[config.mk]
export PLATFORM = sky130hd
export DESIGN_NAME = sequence_display_flat
export DESIGN_NICKNAME = d
export VERILOG_FILES = /design/src/rtl/sequence_display_pkg.sv /design/src/rtl/sequence_display_if.sv /design/src/rtl/sequence_display_temporizador_exibicao.sv /design/src/rtl/sequence_display.sv /design/src/flat_wrapper.sv
export SDC_FILE = /design/constraint.sdc
export NUM_CORES = 1
export LEC_CHECK = 0
export CORE_MARGIN = 10
export CORE_UTILIZATION = 30
export CTS_CLUSTER_SIZE = 28
export DETAILED_ROUTE_END_ITERATION = 12
export RECOVER_POWER = 25
export SLEW_MARGIN = 15
export SYNTH_ARGS = -nofsm -noshare
export SYNTH_HDL_FRONTEND = slang
export SYNTH_SLANG_ARGS = --single-unit
[constraint.sdc]
create_clock -name clock -period 2.3 [get_ports clock]
set_input_delay 0.46 -clock clock [delete_from_list [all_inputs] [get_ports clock]]
set_output_delay 0.46 -clock clock [all_outputs]
set_load 0.02 [all_outputs]
[src/rtl/sequence_display_pkg.sv]
// Shared definitions for the sequence display block.
//   - estado_t     : FSM state encoding, also exported on db_estado
//   - T_ON_DEFAULT : default lit time per item, in clock cycles
//   - T_OFF_DEFAULT: default blank time after each item, in clock cycles
//   - cor_item     : maps a one-hot item code to its RGB colour
//                    (only used when SEQUENCE_DISPLAY_RGB_EN is defined)
package sequence_display_pkg;

  typedef enum logic [2:0] {
    OCIOSO = 3'd0,
    BUSCA  = 3'd1,
    MOSTRA = 3'd2,
    APAGA  = 3'd3,
    FIM    = 3'd4
  } estado_t;

  localparam int T_ON_DEFAULT  = 1000;
  localparam int T_OFF_DEFAULT = 500;

  function automatic logic [2:0] cor_item(input logic [3:0] code);
    logic [2:0] cor;
    case (code)
      4'b0001: cor = 3'b100;
      4'b0010: cor = 3'b010;
      4'b0100: cor = 3'b001;
      4'b1000: cor = 3'b110;
      default: cor = 3'b000;
    endcase
    return cor;
  endfunction

endpackage

[src/rtl/sequence_display_if.sv]
// Signal bundle between the sequence display and its environment.
//   start, para   : playback start / synchronous abort
//   limite        : index of the last item to show (inclusive)
//   dado          : data from the sequence ROM (1-cycle read latency)
//   endereco      : sequence ROM address
//   leds          : one-hot item code shown to the player
//   busy, pronto  : playback active / one-cycle completion pulse
//   db_estado     : current FSM state, for debug
//   rgb           : item colour, present only with SEQUENCE_DISPLAY_RGB_EN
// Modports: master = environment (drives inputs, ROM data), slave = display.
interface sequence_display_if;
  logic       start;
  logic       para;
  logic [3:0] limite;
  logic [3:0] dado;
  logic [3:0] endereco;
  logic [3:0] leds;
  logic       busy;
  logic       pronto;
  logic [2:0] db_estado;
`ifdef SEQUENCE_DISPLAY_RGB_EN
  logic [2:0] rgb;

  modport master (output start, para, limite, dado,
                  input  endereco, leds, busy, pronto, db_estado, rgb);
  modport slave  (input  start, para, limite, dado,
                  output endereco, leds, busy, pronto, db_estado, rgb);
`else
  modport master (output start, para, limite, dado,
                  input  endereco, leds, busy, pronto, db_estado);
  modport slave  (input  start, para, limite, dado,
                  output endereco, leds, busy, pronto, db_estado);
`endif
endinterface

[src/rtl/sequence_display_temporizador_exibicao.sv]
// temporizador_exibicao: N-bit up counter with synchronous clear, count
// enable and terminal-count compare.
//   clock, reset     : system clock, asynchronous active-low reset
//   clear            : zero the count on the next edge (priority over enable)
//   enable           : advance the count by one
//   limite_contagem  : terminal value
//   fim_contagem     : high while the count equals limite_contagem
module temporizador_exibicao #(
  parameter int N = 10
) (
  input  logic         clock,
  input  logic         reset,
  input  logic         clear,
  input  logic         enable,
  input  logic [N-1:0] limite_contagem,
  output logic         fim_contagem
);

  logic [N-1:0] count_q;
  logic [N-1:0] count_d;

  always_comb begin
    count_d = count_q;
    if (clear)
      count_d = '0;
    else if (enable)
      count_d = count_q + 1'b1;
  end

  always_ff @(posedge clock or negedge reset) begin
    if (!reset)
      count_q <= '0;
    else
      count_q <= count_d;
  end

  assign fim_contagem = (count_q == limite_contagem);

endmodule

[src/rtl/sequence_display.sv]
// sequence_display: plays items 0..limite from a sequence ROM, each lit for
// T_ON cycles followed by T_OFF blank cycles, then pulses pronto.
//   clock  : system clock (rising edge)
//   reset  : asynchronous active-low reset
//   bus    : sequence_display_if.slave (start/para/limite/dado in;
//            endereco/leds/busy/pronto/db_estado out)
// Optional feature: define SEQUENCE_DISPLAY_RGB_EN to add the rgb colour
// output on the interface.
module sequence_display
  import sequence_display_pkg::*;
#(
  parameter int T_ON  = T_ON_DEFAULT,
  parameter int T_OFF = T_OFF_DEFAULT,
  parameter int N     = 10
) (
  input  logic                 clock,
  input  logic                 reset,
  sequence_display_if.slave    bus
);

  // The timer runs from 0, so the terminal value is one less than the
  // number of cycles the state must last.
  localparam logic [N-1:0] ON_LAST  = N'(T_ON - 1);
  localparam logic [N-1:0] OFF_LAST = N'(T_OFF - 1);

  estado_t    state_q,    state_d;
  logic [3:0] endereco_q, endereco_d;
  logic [3:0] limite_q,   limite_d;

  logic         timer_clear;
  logic         timer_enable;
  logic [N-1:0] timer_limite;
  logic         timer_fim;

  always_comb begin
    state_d    = state_q;
    endereco_d = endereco_q;
    limite_d   = limite_q;
    case (state_q)
      OCIOSO: begin
        if (bus.start && !bus.para) begin
          state_d    = BUSCA;
          endereco_d = 4'd0;
          limite_d   = bus.limite;
        end
      end
      // One cycle for the ROM to return the item at endereco.
      BUSCA:  state_d = MOSTRA;
      MOSTRA: if (timer_fim) state_d = APAGA;
      APAGA: begin
        if (timer_fim) begin
          if (endereco_q == limite_q) begin
            state_d = FIM;
          end else begin
            state_d    = BUSCA;
            endereco_d = endereco_q + 4'd1;
          end
        end
      end
      FIM:     state_d = OCIOSO;
      default: state_d = OCIOSO;
    endcase
    // Abort overrides every busy-state transition; address stays put.
    if (state_q != OCIOSO && bus.para) begin
      state_d    = OCIOSO;
      endereco_d = endereco_q;
    end
  end

  always_ff @(posedge clock or negedge reset) begin
    if (!reset) begin
      state_q    <= OCIOSO;
      endereco_q <= 4'd0;
      limite_q   <= 4'd0;
    end else begin
      state_q    <= state_d;
      endereco_q <= endereco_d;
      limite_q   <= limite_d;
    end
  end

  // Clearing on every transition gives each timed state a fresh count.
  assign timer_clear  = (state_d != state_q);
  assign timer_enable = (state_q == MOSTRA) || (state_q == APAGA);
  assign timer_limite = (state_q == MOSTRA) ? ON_LAST : OFF_LAST;

  temporizador_exibicao #(
    .N (N)
  ) u_temporizador (
    .clock           (clock),
    .reset           (reset),
    .clear           (timer_clear),
    .enable          (timer_enable),
    .limite_contagem (timer_limite),
    .fim_contagem    (timer_fim)
  );

  // Outputs decode straight from state so reset blanks them immediately.
  assign bus.endereco  = endereco_q;
  assign bus.leds      = (state_q == MOSTRA) ? bus.dado : 4'b0000;
  assign bus.busy      = (state_q != OCIOSO);
  assign bus.pronto    = (state_q == FIM);
  assign bus.db_estado = state_q;
`ifdef SEQUENCE_DISPLAY_RGB_EN
  assign bus.rgb       = (state_q == MOSTRA) ? cor_item(bus.dado) : 3'b000;
`endif

endmodule
[src/flat_wrapper.sv]
// flat-port wrapper written by rule: the top's interface ports become plain ports
module sequence_display_flat import sequence_display_pkg::*;
#(
  parameter int T_ON  = T_ON_DEFAULT,
  parameter int T_OFF = T_OFF_DEFAULT,
  parameter int N     = 10
)
  (clock, reset, bus_start, bus_para, bus_limite, bus_dado, bus_endereco, bus_leds, bus_busy, bus_pronto, bus_db_estado);
  sequence_display_if bus_i ();
  input  logic clock;
  input  logic reset;
  input wire logic [$bits(bus_i.start)-1:0] bus_start;
  input wire logic [$bits(bus_i.para)-1:0] bus_para;
  input wire logic [$bits(bus_i.limite)-1:0] bus_limite;
  input wire logic [$bits(bus_i.dado)-1:0] bus_dado;
  output wire logic [$bits(bus_i.endereco)-1:0] bus_endereco;
  output wire logic [$bits(bus_i.leds)-1:0] bus_leds;
  output wire logic [$bits(bus_i.busy)-1:0] bus_busy;
  output wire logic [$bits(bus_i.pronto)-1:0] bus_pronto;
  output wire logic [$bits(bus_i.db_estado)-1:0] bus_db_estado;
  assign bus_i.start = bus_start;
  assign bus_i.para = bus_para;
  assign bus_i.limite = bus_limite;
  assign bus_i.dado = bus_dado;
  assign bus_endereco = bus_i.endereco;
  assign bus_leds = bus_i.leds;
  assign bus_busy = bus_i.busy;
  assign bus_pronto = bus_i.pronto;
  assign bus_db_estado = bus_i.db_estado;
  sequence_display #(.T_ON(T_ON), .T_OFF(T_OFF), .N(N)) u_core (.clock(clock), .reset(reset), .bus(bus_i));
endmodule
==> reports/qor.yml <==
ys.flop_type: "dfrtp_1"
synth_edf_count: 0
area_growth_pct: 31.0
root_buffer: "clkbuf_8"
grt_pass1_vias: 1077
clock_latency_ps: 260
synth_warnings: 0
critPathCapture: "bus_busy"
grt_use_met1_pct: 9.70
grt_use_met3_pct: 2.42
gp_congestion: 0.891
busiest_layer: "met2"
clk_pin_slew_ps: 80
synth_compound_area_share_pct: 12.1
synth_area_um2: 1240
antenna_left: 0
cts_sinks: 21
fp.dieH_um: 84.2
final_util_pct: 40.5
htreeDepth: 1
numCtsBuffers: 3
finalHoldViolations: 0
rr_worst_depth: 5
clockBufferDepth: 2
grt_first_pass_wirelength_um: 5110
final.min_clock_period_ps: 2220
crit_fanout: 8
core_um2: 4000
pre_cts_ws_ps: 124
dieArea_um2: 7090
r2r-end: "u_core.bus.endereco[3]"
synth.yosys.seq_area_share_pct: 42.5
r2r_setup_slack_ps: 400
maxSlewHeadroom_pct: 21.7
worst_slack_ps: 79.6
syn_nets: 136
cts_tree: "yes"
cp-end-kind: "output port"
criticalPathCategory: "reg2out"
rr_startpoint: "u_core.u_temporizador.count_q[0]"
drt-initial-drc-count: 123
crit_required_ps: 1840
whs_path_depth: 1
cts_hold_buf: 0
synth_cells: 122
critPathLaunchType: "register"
place_area_um2: 1560
numPortBuffers: 24
synthMuxAreaShare_pct: 5.67
nets: 169
n_antenna_cell: 0
gr-total-overflow: 0
powerDensity_nw_per_um2: 490
slew_viol_final: 0
dp_hpwl_um: 2290
synthXorXnorAreaFrac_pct: 8.50
avgRoutedWirePerCell_um: 14.3
rows: 23
via_per_inst: 5.03
grt_use_total_pct: 8.43
fin_worst_skew_ps: 5.21
dieWidth_um: 84.2
rsz0062_at_grt: "no"
p_leak_nw: 0.714
synth_seq_cells: 21
synthArstFlopShare_pct: 100
whs_ps: 532
cp.arrival_ps: 1760
start_util_pct: 30.9
peakVddDrop_mv: 0.179
status: "complete, no violations"
maxCapViolCount: 0
wirelength_um: 2920
first_pass_iters: 4
final_common_cell: "dfrtp_1"
num_vias: 1027
grt_use_met2_pct: 13.8
synth_area_per_cell_um2: 10.1
synth.distinct_cells: 37
crit_start: "u_core.bus.db_estado[1]"
drc: 0
fin_crit_sh_pct: 96.5
hp-class: "reg2reg"
setup_viol: 0
setup_tns_ps: 0
fillCellCount: 399
final_cell_area_um2: 1620
grt_antenna_before_repair: 0
synthAdderAreaFrac_pct: 2.02
synth_top_family_by_area: "simple AND/OR/NAND/NOR gates"
tightest_slew_ps: 1170
io_pins: 25
layout_common_cells: "dfrtp_1 (21), clkdlybuf4s50_1 (20), nor2_1 (15), and2_1 (8)"
fmax_mhz: 450
synth-simple-area-share_pct: 27.1
grt_max_degree: 22
drive_gt1_share_pct: 13.0
-- Yosys cell counts, types with 3 or more instances --
library cell,number,share of area (%)
nor2_1,15,4.6
xor2_1,5,3.5
and3_1,5,2.5
nand4_1,3,1.5
xnor2_1,7,5.0
and2_1,8,4.0
nand3_1,7,2.8
o21ai_0,5,2.0
mux2_2,4,3.6
a21oi_1,4,1.6
nand2_1,5,1.5
dfrtp_1,21,43
-- final cells by class --
class | count | area [um2] | share of cell area, %
clock buffer | 4 | 45.0 | 2.78
multi-input combinational | 97 | 686 | 42.3
sequential | 21 | 526 | 32.5
tap | 50 | 62.6 | 3.86
inverter | 1 | 3.75 | 0.232
timing repair buffer | 31 | 297 | 18.3
-- state kept, by name, indices dropped and copies added, names as in the netlist --
register                       cells
u_core.limite_q                    4
u_core.u_temporizador.count_q     10
u_core.bus.db_estado               3
u_core.bus.endereco                4
-- through the flow --
stage,total power [mW],cells
5_1_grt,0.848,204
3_3_place_gp,0.562,199
2_1_floorplan,0.502,122
3_5_place_dp,0.566,199
6_report,0.794,204
4_1_cts,0.812,204
-- worst max-delay path, cell delays in order (launching register included) --
cell             delay (ps)
dfrtp_1                 420
buf_4                   180
or3_1                   360
clkdlybuf4s50_1         540
-- worst min-delay path by stage --
stage,startpoint,slack [ps],endpoint
detailed placement,u_core.limite_q[2],520,u_core.limite_q[2]
CTS,u_core.limite_q[2],540,u_core.limite_q[2]
global placement,u_core.limite_q[3],510,u_core.limite_q[3]
global route,u_core.limite_q[2],570,u_core.limite_q[2]
floorplan,reset,160,u_core.bus.db_estado[0]
finish,u_core.limite_q[2],530,u_core.limite_q[2]
-- timing repair --
action | CTS | global route
pin swaps | 1 | 0
resized for setup | 0 | 3
buffers inserted | 1 | 0
setup endpoints to repair | 4 | 3
-- metal layers --
| layer | wire length (um) | vias to the layer above | share of wire [%] |
|---|---|---|---|
| li1 | - | 496 | - |
| met1 | 1330 | 503 | 46 |
| met2 | 1370 | 26 | 47 |
| met3 | 178 | 2 | 6.1 |
| met4 | 37 | 0 | 1.3 |
| met5 | 0 | - | 0 |
-- power by group --
part	internal, mW	switching (mW)
Clock	0.123	0.114
Sequential	0.393	0.0209
Combinational	0.0781	0.0654
Total	0.594	0.200
-- cell families (layout without fill, tap and decap cells) --
group	after synthesis	count (layout)
and+or+nand+nor	58	58
DFF	21	21
AOI/OAI and AO/OA	19	19
xor gates and xnor gates	12	12
muxes	6	6
buffers and inverters	4	36
adders and majority gates	2	2
(Power assumes the default switching activity.)
